**config.mk**
```make
export PLATFORM = sky130hd
export DESIGN_NAME = buf_fifo
export DESIGN_NICKNAME = d
export VERILOG_FILES = /design/src/rtl/buf_fifo.sv
export SDC_FILE = /design/constraint.sdc
export NUM_CORES = 1
export LEC_CHECK = 0
export CAP_MARGIN = 10
export CORE_UTILIZATION = 45
export CTS_BUF_LIST = sky130_fd_sc_hd__clkbuf_8
export CTS_CLUSTER_SIZE = 30
export DETAILED_ROUTE_END_ITERATION = 10
export PLACE_DENSITY_LB_ADDON = 0.25
export SLEW_MARGIN = 0
export SYNTH_ARGS = -nofsm -noshare
export SYNTH_HDL_FRONTEND = slang
export SYNTH_SLANG_ARGS = --single-unit
```
**constraint.sdc**
```tcl
create_clock -name clk -period 5.61 [get_ports clk]
set_input_delay 1.122 -clock clk [delete_from_list [all_inputs] [get_ports clk]]
set_output_delay 1.122 -clock clk [all_outputs]
set_load 0.01 [all_outputs]
```
**src/rtl/buf_fifo.sv**
```systemverilog
// First-word-fall-through FIFO with valid/ready handshakes on both sides.
// Arbitrary DEPTH (not only powers of two); every output is a flop.
module buf_fifo #(
  parameter int unsigned WIDTH = 8,
  parameter int unsigned DEPTH = 4
) (
  input  logic                       clk,
  input  logic                       rst_n,
  input  logic                       clr,
  input  logic                       in_valid,
  output logic                       in_ready,
  input  logic [WIDTH-1:0]           in_data,
  output logic                       out_valid,
  input  logic                       out_ready,
  output logic [WIDTH-1:0]           out_data,
  output logic [$clog2(DEPTH+1)-1:0] count,
  output logic                       full,
  output logic                       empty
);

  localparam int unsigned PW = $clog2(DEPTH);
  localparam int unsigned CW = $clog2(DEPTH+1);

  logic [WIDTH-1:0] mem [DEPTH];
  logic [PW-1:0]    wr_ptr, rd_ptr;
  logic [PW-1:0]    wr_ptr_inc, rd_ptr_inc;
  logic [PW-1:0]    wr_ptr_nxt, rd_ptr_nxt;
  logic [CW-1:0]    count_nxt;
  logic [WIDTH-1:0] head_nxt;
  logic             push, pop;

  // Handshakes use only registered flags, so no in->out combinational path.
  assign push = in_valid & in_ready;
  assign pop  = out_valid & out_ready;

  always_comb begin
    wr_ptr_inc = (wr_ptr == PW'(DEPTH-1)) ? '0 : wr_ptr + PW'(1);
    rd_ptr_inc = (rd_ptr == PW'(DEPTH-1)) ? '0 : rd_ptr + PW'(1);
    wr_ptr_nxt = wr_ptr;
    rd_ptr_nxt = rd_ptr;
    count_nxt  = count;
    head_nxt   = '0;
    if (clr) begin
      wr_ptr_nxt = '0;
      rd_ptr_nxt = '0;
      count_nxt  = '0;
    end else begin
      if (push) wr_ptr_nxt = wr_ptr_inc;
      if (pop)  rd_ptr_nxt = rd_ptr_inc;
      if (push && !pop)      count_nxt = count + CW'(1);
      else if (pop && !push) count_nxt = count - CW'(1);
    end
    // A word written this cycle becomes the head only when it is the sole word left.
    if (count_nxt != '0) begin
      if (!clr && push && count_nxt == CW'(1)) head_nxt = in_data;
      else                                    head_nxt = mem[rd_ptr_nxt];
    end
  end

  always_ff @(posedge clk or negedge rst_n) begin
    if (!rst_n) begin
      wr_ptr    <= '0;
      rd_ptr    <= '0;
      count     <= '0;
      full      <= 1'b0;
      empty     <= 1'b1;
      in_ready  <= 1'b1;
      out_valid <= 1'b0;
      out_data  <= '0;
    end else begin
      wr_ptr    <= wr_ptr_nxt;
      rd_ptr    <= rd_ptr_nxt;
      count     <= count_nxt;
      full      <= (count_nxt == CW'(DEPTH));
      empty     <= (count_nxt == '0);
      in_ready  <= (count_nxt != CW'(DEPTH));
      out_valid <= (count_nxt != '0);
      out_data  <= head_nxt;
    end
  end

  // Storage is deliberately not reset; empty forces out_data to zero instead.
  always_ff @(posedge clk) begin
    if (push && !clr) mem[wr_ptr] <= in_data;
  end

endmodule
```
* Word-level counts from Yosys, hierarchy flattened
Memories as Yosys holds them, arrays and structs flattened. Index checks and enable logic that the tools add are counted. W data, S select, Z words.
Storage, ports and cells: flip-flop bits (word level) 19, RAM bits 32, bits of input ports 13, output and inout bits 15, word-level logic and storage cells 43, memories 1
Cells by class: add/sub/neg operators 4, equality and inequality tests 5, muxes and demuxes 13, bitwise logic cells 2, reduce and logical (&&, ||, !) cells 10
Memories:
- mem | words 4, width 8, read ports 1, clocked after Yosys merged registers in 0, write ports 1, RTL line 24 | logic [WIDTH-1:0] mem [DEPTH];
Operators by type and width (count):
- $mux W8 | 2
- $mux W2 | 6
- $mux W3 | 3
- $add A2 B1 Y2 const B | 2
- $eq A2 B2 Y1 const B | 2
- $logic_and A1 B1 Y1 | 4
- $add A3 B1 Y3 const B | 1
- $eq A3 B1 Y1 const B | 1
- $eq A3 B3 Y1 const B | 1
- $logic_not A1 Y1 | 3
- $logic_not A3 Y1 | 1
- $ne A3 B3 Y1 const B | 1
- $reduce_bool A3 Y1 | 1
- $sub A3 B1 Y3 const B | 1
- $and A1 B1 Y1 | 2
- $mux W1 | 2
- $reduce_bool A2 Y1 | 1

* Depth between registers and ports, before layout
word-level depth 10, depth in mapped cells 9, depth with buffers taken out 6

* Worst setup path after synthesis
OpenSTA, ideal clock, no wires.
path kind in2reg, start in out_ready, end reg out_data[0], data arrival time 2.378 ns, data required time 5.488 ns, path slack 3.111 ns, stages 7, path through a21bo_2 clkbuf_2 a21o_1 buf_6 buf_8 a211o_1 a32o_1
Between the ends: cells in the longest elaborated chain, start to end 9, elaborated cells between the ends (all ways) 15, those cells by class eq/ne (1); mux (7); bitwise (1); reduce/logical (5); memory (1)
RTL lines:
- start: declaration | RTL line 14 | input logic out_ready,
- $and A1 B1 Y1 * | RTL line 34 | assign pop = out_valid & out_ready;
- $logic_and A1 B1 Y1 / $logic_not A1 Y1 (equally long branches) | RTL line 51, 50
- $mux W3 / $logic_and A1 B1 Y1 (equally long branches) | RTL line 51, 50
- $mux W3 | RTL line 50 | if (push && !pop) count_nxt = count + CW'(1);
- $mux W3 | RTL line 43 | if (clr) begin
- $eq A3 B1 Y1 | RTL line 55 | if (!clr && push && count_nxt == CW'(1)) head_nxt = in_data;
- $logic_and A1 B1 Y1 | RTL line 55
- $mux W8 | RTL line 55
- $mux W8 * | RTL line 54 | if (count_nxt != '0) begin
- via head_nxt[0] | RTL line 29 | logic [WIDTH-1:0] head_nxt;
- end signal: assignment | RTL line 78 | out_data <= head_nxt;
- end: declaration | RTL line 15 | output logic [WIDTH-1:0] out_data,
Mark *: on every way through the listed nets, which the timed path passes. The rest lies on a longest branch. A chain may end at the register's enable or synchronous reset.

* Worst setup path in the final report
start in out_ready, end reg out_data[6]
The elaborated chain is that of the path after synthesis.

==> metrics.log <==
[metrics] clock skew after layout: roughly 0.013 ns
[metrics] count of buffers inserted at the top-level ports: 27
[metrics] register bit count reported by yosys: roughly 50
[metrics] smallest hold slack: 0.581 ns
[metrics] maximum number of pins on one net before global-route repair: 22
[metrics] terminating pin of the worst hold path: wr_ptr[1]$_DFFE_PN0P_
[metrics] Non-Filler Cell Area, Final: about 0.0028 mm²
[metrics] Cell Count, Final, Fillers Out: roughly 280
[metrics] core area: 0.00514 mm²
[metrics] status: finished, final reports clean
[metrics] Critical R2R Capture: out_data[6]$_DFF_PN0_
[metrics] critical path, cell by cell: clkdlybuf4s50_1 > nand4bb_1 > a21o_1 > a211o_2 > a32o_1
[metrics] hold buffer count at cts: 0
[metrics] Worst Reg2Reg Path Length in Cells: 5
[metrics] family with the most delay on the worst path: compound AO/OA/AOI/OAI gates
[metrics] Setup TNS: 0 ns
[metrics] startpoint kind of the worst setup timing path: input port
[metrics] post-CTS repair timing setup buffer count: 0
[metrics] area added between synthesis and finish: 15.1%
[metrics] main area contributors after synthesis: sky130_fd_sc_hd__edfxtp_1 (40%), sky130_fd_sc_hd__dfrtp_1 (18%), sky130_fd_sc_hd__ha_1 (3.6%)
[metrics] filler cell count: ~450
[metrics] top-area cell type share of the netlist area: 39.6%
[metrics] antenna-violating nets left: 0
[metrics] unrepaired setup endpoints after global routing: false
[metrics] global-route wire length before repair: around 7900 µm
[metrics] clock tree from TritonCTS: yes
[metrics] maximum ir drop on the vdd rail: between 150 and 200 µV
[metrics] count of final hold-check violations: 0
[metrics] per-cell via count in the routed design: about 5.7
[metrics] Largest stage delay, worst path: roughly 0.73 ns
[metrics] detailed placer's ending HPWL: roughly 3400 µm
[metrics] most area-hungry cell type in the Yosys netlist: sky130_fd_sc_hd__edfxtp_1
[metrics] Post-Synthesis Cell Area: between 0.002 and 0.0025 mm²
[metrics] quantity of gates resized following cts: 0
[metrics] commonest cells in the netlist: sky130_fd_sc_hd__edfxtp_1 (32), sky130_fd_sc_hd__dfrtp_1 (17), sky130_fd_sc_hd__inv_1 (14)
[metrics] number of buffers inserted during clock tree synthesis: 5
[metrics] number of antenna diodes: 0
[metrics] hold depth: 2
[metrics] row cnt: 26
[metrics] distinct cell type count after synthesis: 43
[metrics] headroom to the max-slew limit: between 30% and 40%
[metrics] die area: roughly 0.0057 mm²
[metrics] ys flop type: sky130_fd_sc_hd__edfxtp_1
[metrics] maximum capacitance violations: 0
[metrics] crit path time final: between 3 and 4 ns
[metrics] I/O pin count: 28
[metrics] Least-Margin Pin Slew: 0.924 ns
[metrics] top achievable clock speed: ~300 MHz
[metrics] Pre-antenna DRT Iters: 4
[metrics] Detailed Route WL: 4940 µm
[metrics] weighted congestion at the end of routability-driven global placement: 0.901
[metrics] endpoints failing setup: 0
[metrics] via count: ~1600
[metrics] CP Capture Type: register
[metrics] Post-Place Setup Slack: 2.11 ns
[metrics] data arrival at the endpoint of the critical path: ~3.4 ns
[metrics] hold crit path type: register to register
[metrics] CP bufs+invs: 1
[metrics] r2r startpoint: rd_ptr[0]$_DFF_PN0_
[metrics] antenna violations before repair: 0
[metrics] overall track demand over capacity in global routing: roughly a fifth
[metrics] number of enable flip-flop cells after synthesis: 32
[metrics] remaining global-route overflow: 0
[metrics] layout cell share with drive strength beyond 1: 10.0%
[metrics] number of sinks driven by the clock tree: 51
[metrics] final routed wire length divided by cell count: 17.7 µm
[metrics] beginning of the worst hold path: in_ready$_DFF_PN1_
[metrics] Clock transition at path regs: approximately 0.09 ns
[metrics] final slew viol count: 0
[metrics] highest fanout seen on the critical path: 17
[metrics] post-route setup slack: between 2 and 2.5 ns
[metrics] Mapped Cells: 187
[metrics] post-synthesis sequential area ratio: 59.2%
[metrics] most repeated cell in the gate-level netlist after synthesis: sky130_fd_sc_hd__edfxtp_1
[metrics] Synth Warn #: 0
[metrics] reg2reg setup slack: a little over 3 ns
[metrics] Syn Nets: 207
[metrics] starting density of the core: 47.2%
[metrics] width of the chip: roughly 75 µm
[metrics] total cell area at the placement stage: approximately 0.0027 mm²
[metrics] Inst Count DP: around 270
[metrics] data required time at the worst endpoint: a little under 6 ns
[metrics] clk buf depth: 2
[metrics] Power per Cell Area: approximately 340 mW/mm²
[metrics] final net count: ~230
[metrics] kind of critical path: input port to register
[metrics] Final Cycle Share: between 50% and 60%
[metrics] utilization after layout: a little over half
[metrics] initial drt markers: 159
[metrics] mean post-synth cell area: approximately 13 µm²
[metrics] post-synthesis async set-or-reset flop share: a little under two fifths
[metrics] vertical die dimension: around 75 µm
[metrics] clock latency reported for the late side of the worst-skew pair: ~0.3 ns
[metrics] remaining routing DRC violations: 0
[metrics] CP max-delay cell: sky130_fd_sc_hd__clkdlybuf4s50_1
[metrics] Static Leak: roughly 1.1 nW
[metrics] Total Power Consumption: roughly 950 µW
[metrics] root cell of the clock tree: sky130_fd_sc_hd__clkbuf_8
[metrics] maximum level of the CTS H-tree: 2
[metrics] number of global-route vias before repair: 1580
## area by class of cell
class | instances | area, µm² | area share (%)
Multi-Input combinational cell | 109 | 837 | 29.9
Sequential cell | 51 | 1440 | 51.5
Clock buffer | 5 | 68.8 | 2.46
Tap cell | 70 | 87.6 | 3.13
Clock inverter | 3 | 41.3 | 1.48
Inverter | 14 | 52.6 | 1.88
Timing Repair Buffer | 27 | 270 | 9.66
## worst max path at each step
stage / start / cells past startpoint / slack (ns) / endpoint
final: out_ready / 5 / 2.37 / out_data[6]$_DFF_PN0_
after global routing: out_ready / 5 / 2.30 / out_data[5]$_DFF_PN0_
after CTS: out_ready / 5 / 2.42 / out_data[6]$_DFF_PN0_
after detailed placement: out_ready / 5 / 2.11 / out_data[5]$_DFF_PN0_
after global placement: out_ready / 5 / 2.22 / out_data[6]$_DFF_PN0_
after floorplan: out_ready / 7 / 3.11 / out_data[0]$_DFF_PN0_
## registers in the layout, indices dropped and copies added (netlist names)
signal,cells
out_valid,1
in_ready,1
mem,32
count,3
full,1
empty,1
out_data,8
rd_ptr,2
wr_ptr,2
## report_power, final
group	leakage, nW	internal (mW)	switching, mW
registers	0.539	0.438	0.0281
clock network	0.0556	0.131	0.119
logic	0.473	0.119	0.120
## logic make-up (layout without fill, tap and decap cells)
kind of cell,after synthesis,in the layout,share of synthesized area (%)
AND/OR/NAND/NOR,38,38,9.63
flip-flops,51,51,59.2
XOR/XNOR,1,1,0.361
buffers and inverters,27,49,6.29
adder cells (fa/ha/maj),7,7,3.61
AO/OA/AOI/OAI,59,59,19.1
multiplexers,4,4,1.75
## worst reg2reg max path, stage by stage (launching register included)
cell	delay, ns
sky130_fd_sc_hd__dfrtp_1	0.43
sky130_fd_sc_hd__ha_1	0.34
sky130_fd_sc_hd__nand4bb_1	0.50
sky130_fd_sc_hd__a21o_1	0.49
sky130_fd_sc_hd__a211o_2	0.40
sky130_fd_sc_hd__a32o_1	0.24
## per-layer routing
layer  wire, µm  up-vias  global-route usage (%)
met3        235        7                    4.10
met1       2200      774                    25.9
met2       2450       57                    31.2
met5          0        -                       0
met4         55        0                    5.76
li1           -      756                       -
## placed cells by master (no fill, tap or decap), types with 2 or more instances in the layout
master / synthesis / routed
sky130_fd_sc_hd__a211o_1: 6 / 6
sky130_fd_sc_hd__a211o_2: 2 / 2
sky130_fd_sc_hd__a21bo_2: 2 / 2
sky130_fd_sc_hd__a21boi_0: 2 / 2
sky130_fd_sc_hd__a21o_1: 2 / 2
sky130_fd_sc_hd__a21oi_1: 13 / 13
sky130_fd_sc_hd__a32o_1: 8 / 8
sky130_fd_sc_hd__and2_1: 5 / 5
sky130_fd_sc_hd__clkbuf_8: 0 / 5
sky130_fd_sc_hd__clkdlybuf4s50_1: 0 / 27
sky130_fd_sc_hd__dfrtp_1: 17 / 17
sky130_fd_sc_hd__dfstp_2: 2 / 2
sky130_fd_sc_hd__edfxtp_1: 32 / 32
sky130_fd_sc_hd__ha_1: 7 / 7
sky130_fd_sc_hd__inv_1: 14 / 15
sky130_fd_sc_hd__mux2_2: 2 / 2
sky130_fd_sc_hd__mux2i_1: 2 / 2
sky130_fd_sc_hd__nand2_1: 3 / 3
sky130_fd_sc_hd__nand2b_1: 10 / 10
sky130_fd_sc_hd__nand3_1: 5 / 5
sky130_fd_sc_hd__nand4bb_1: 2 / 2
sky130_fd_sc_hd__nor2_1: 4 / 4
sky130_fd_sc_hd__nor3_1: 2 / 2
sky130_fd_sc_hd__o211ai_1: 8 / 8
sky130_fd_sc_hd__o221ai_1: 9 / 9
sky130_fd_sc_hd__or2_2: 2 / 2
Note: power is estimated with default switching activity, not from simulation.
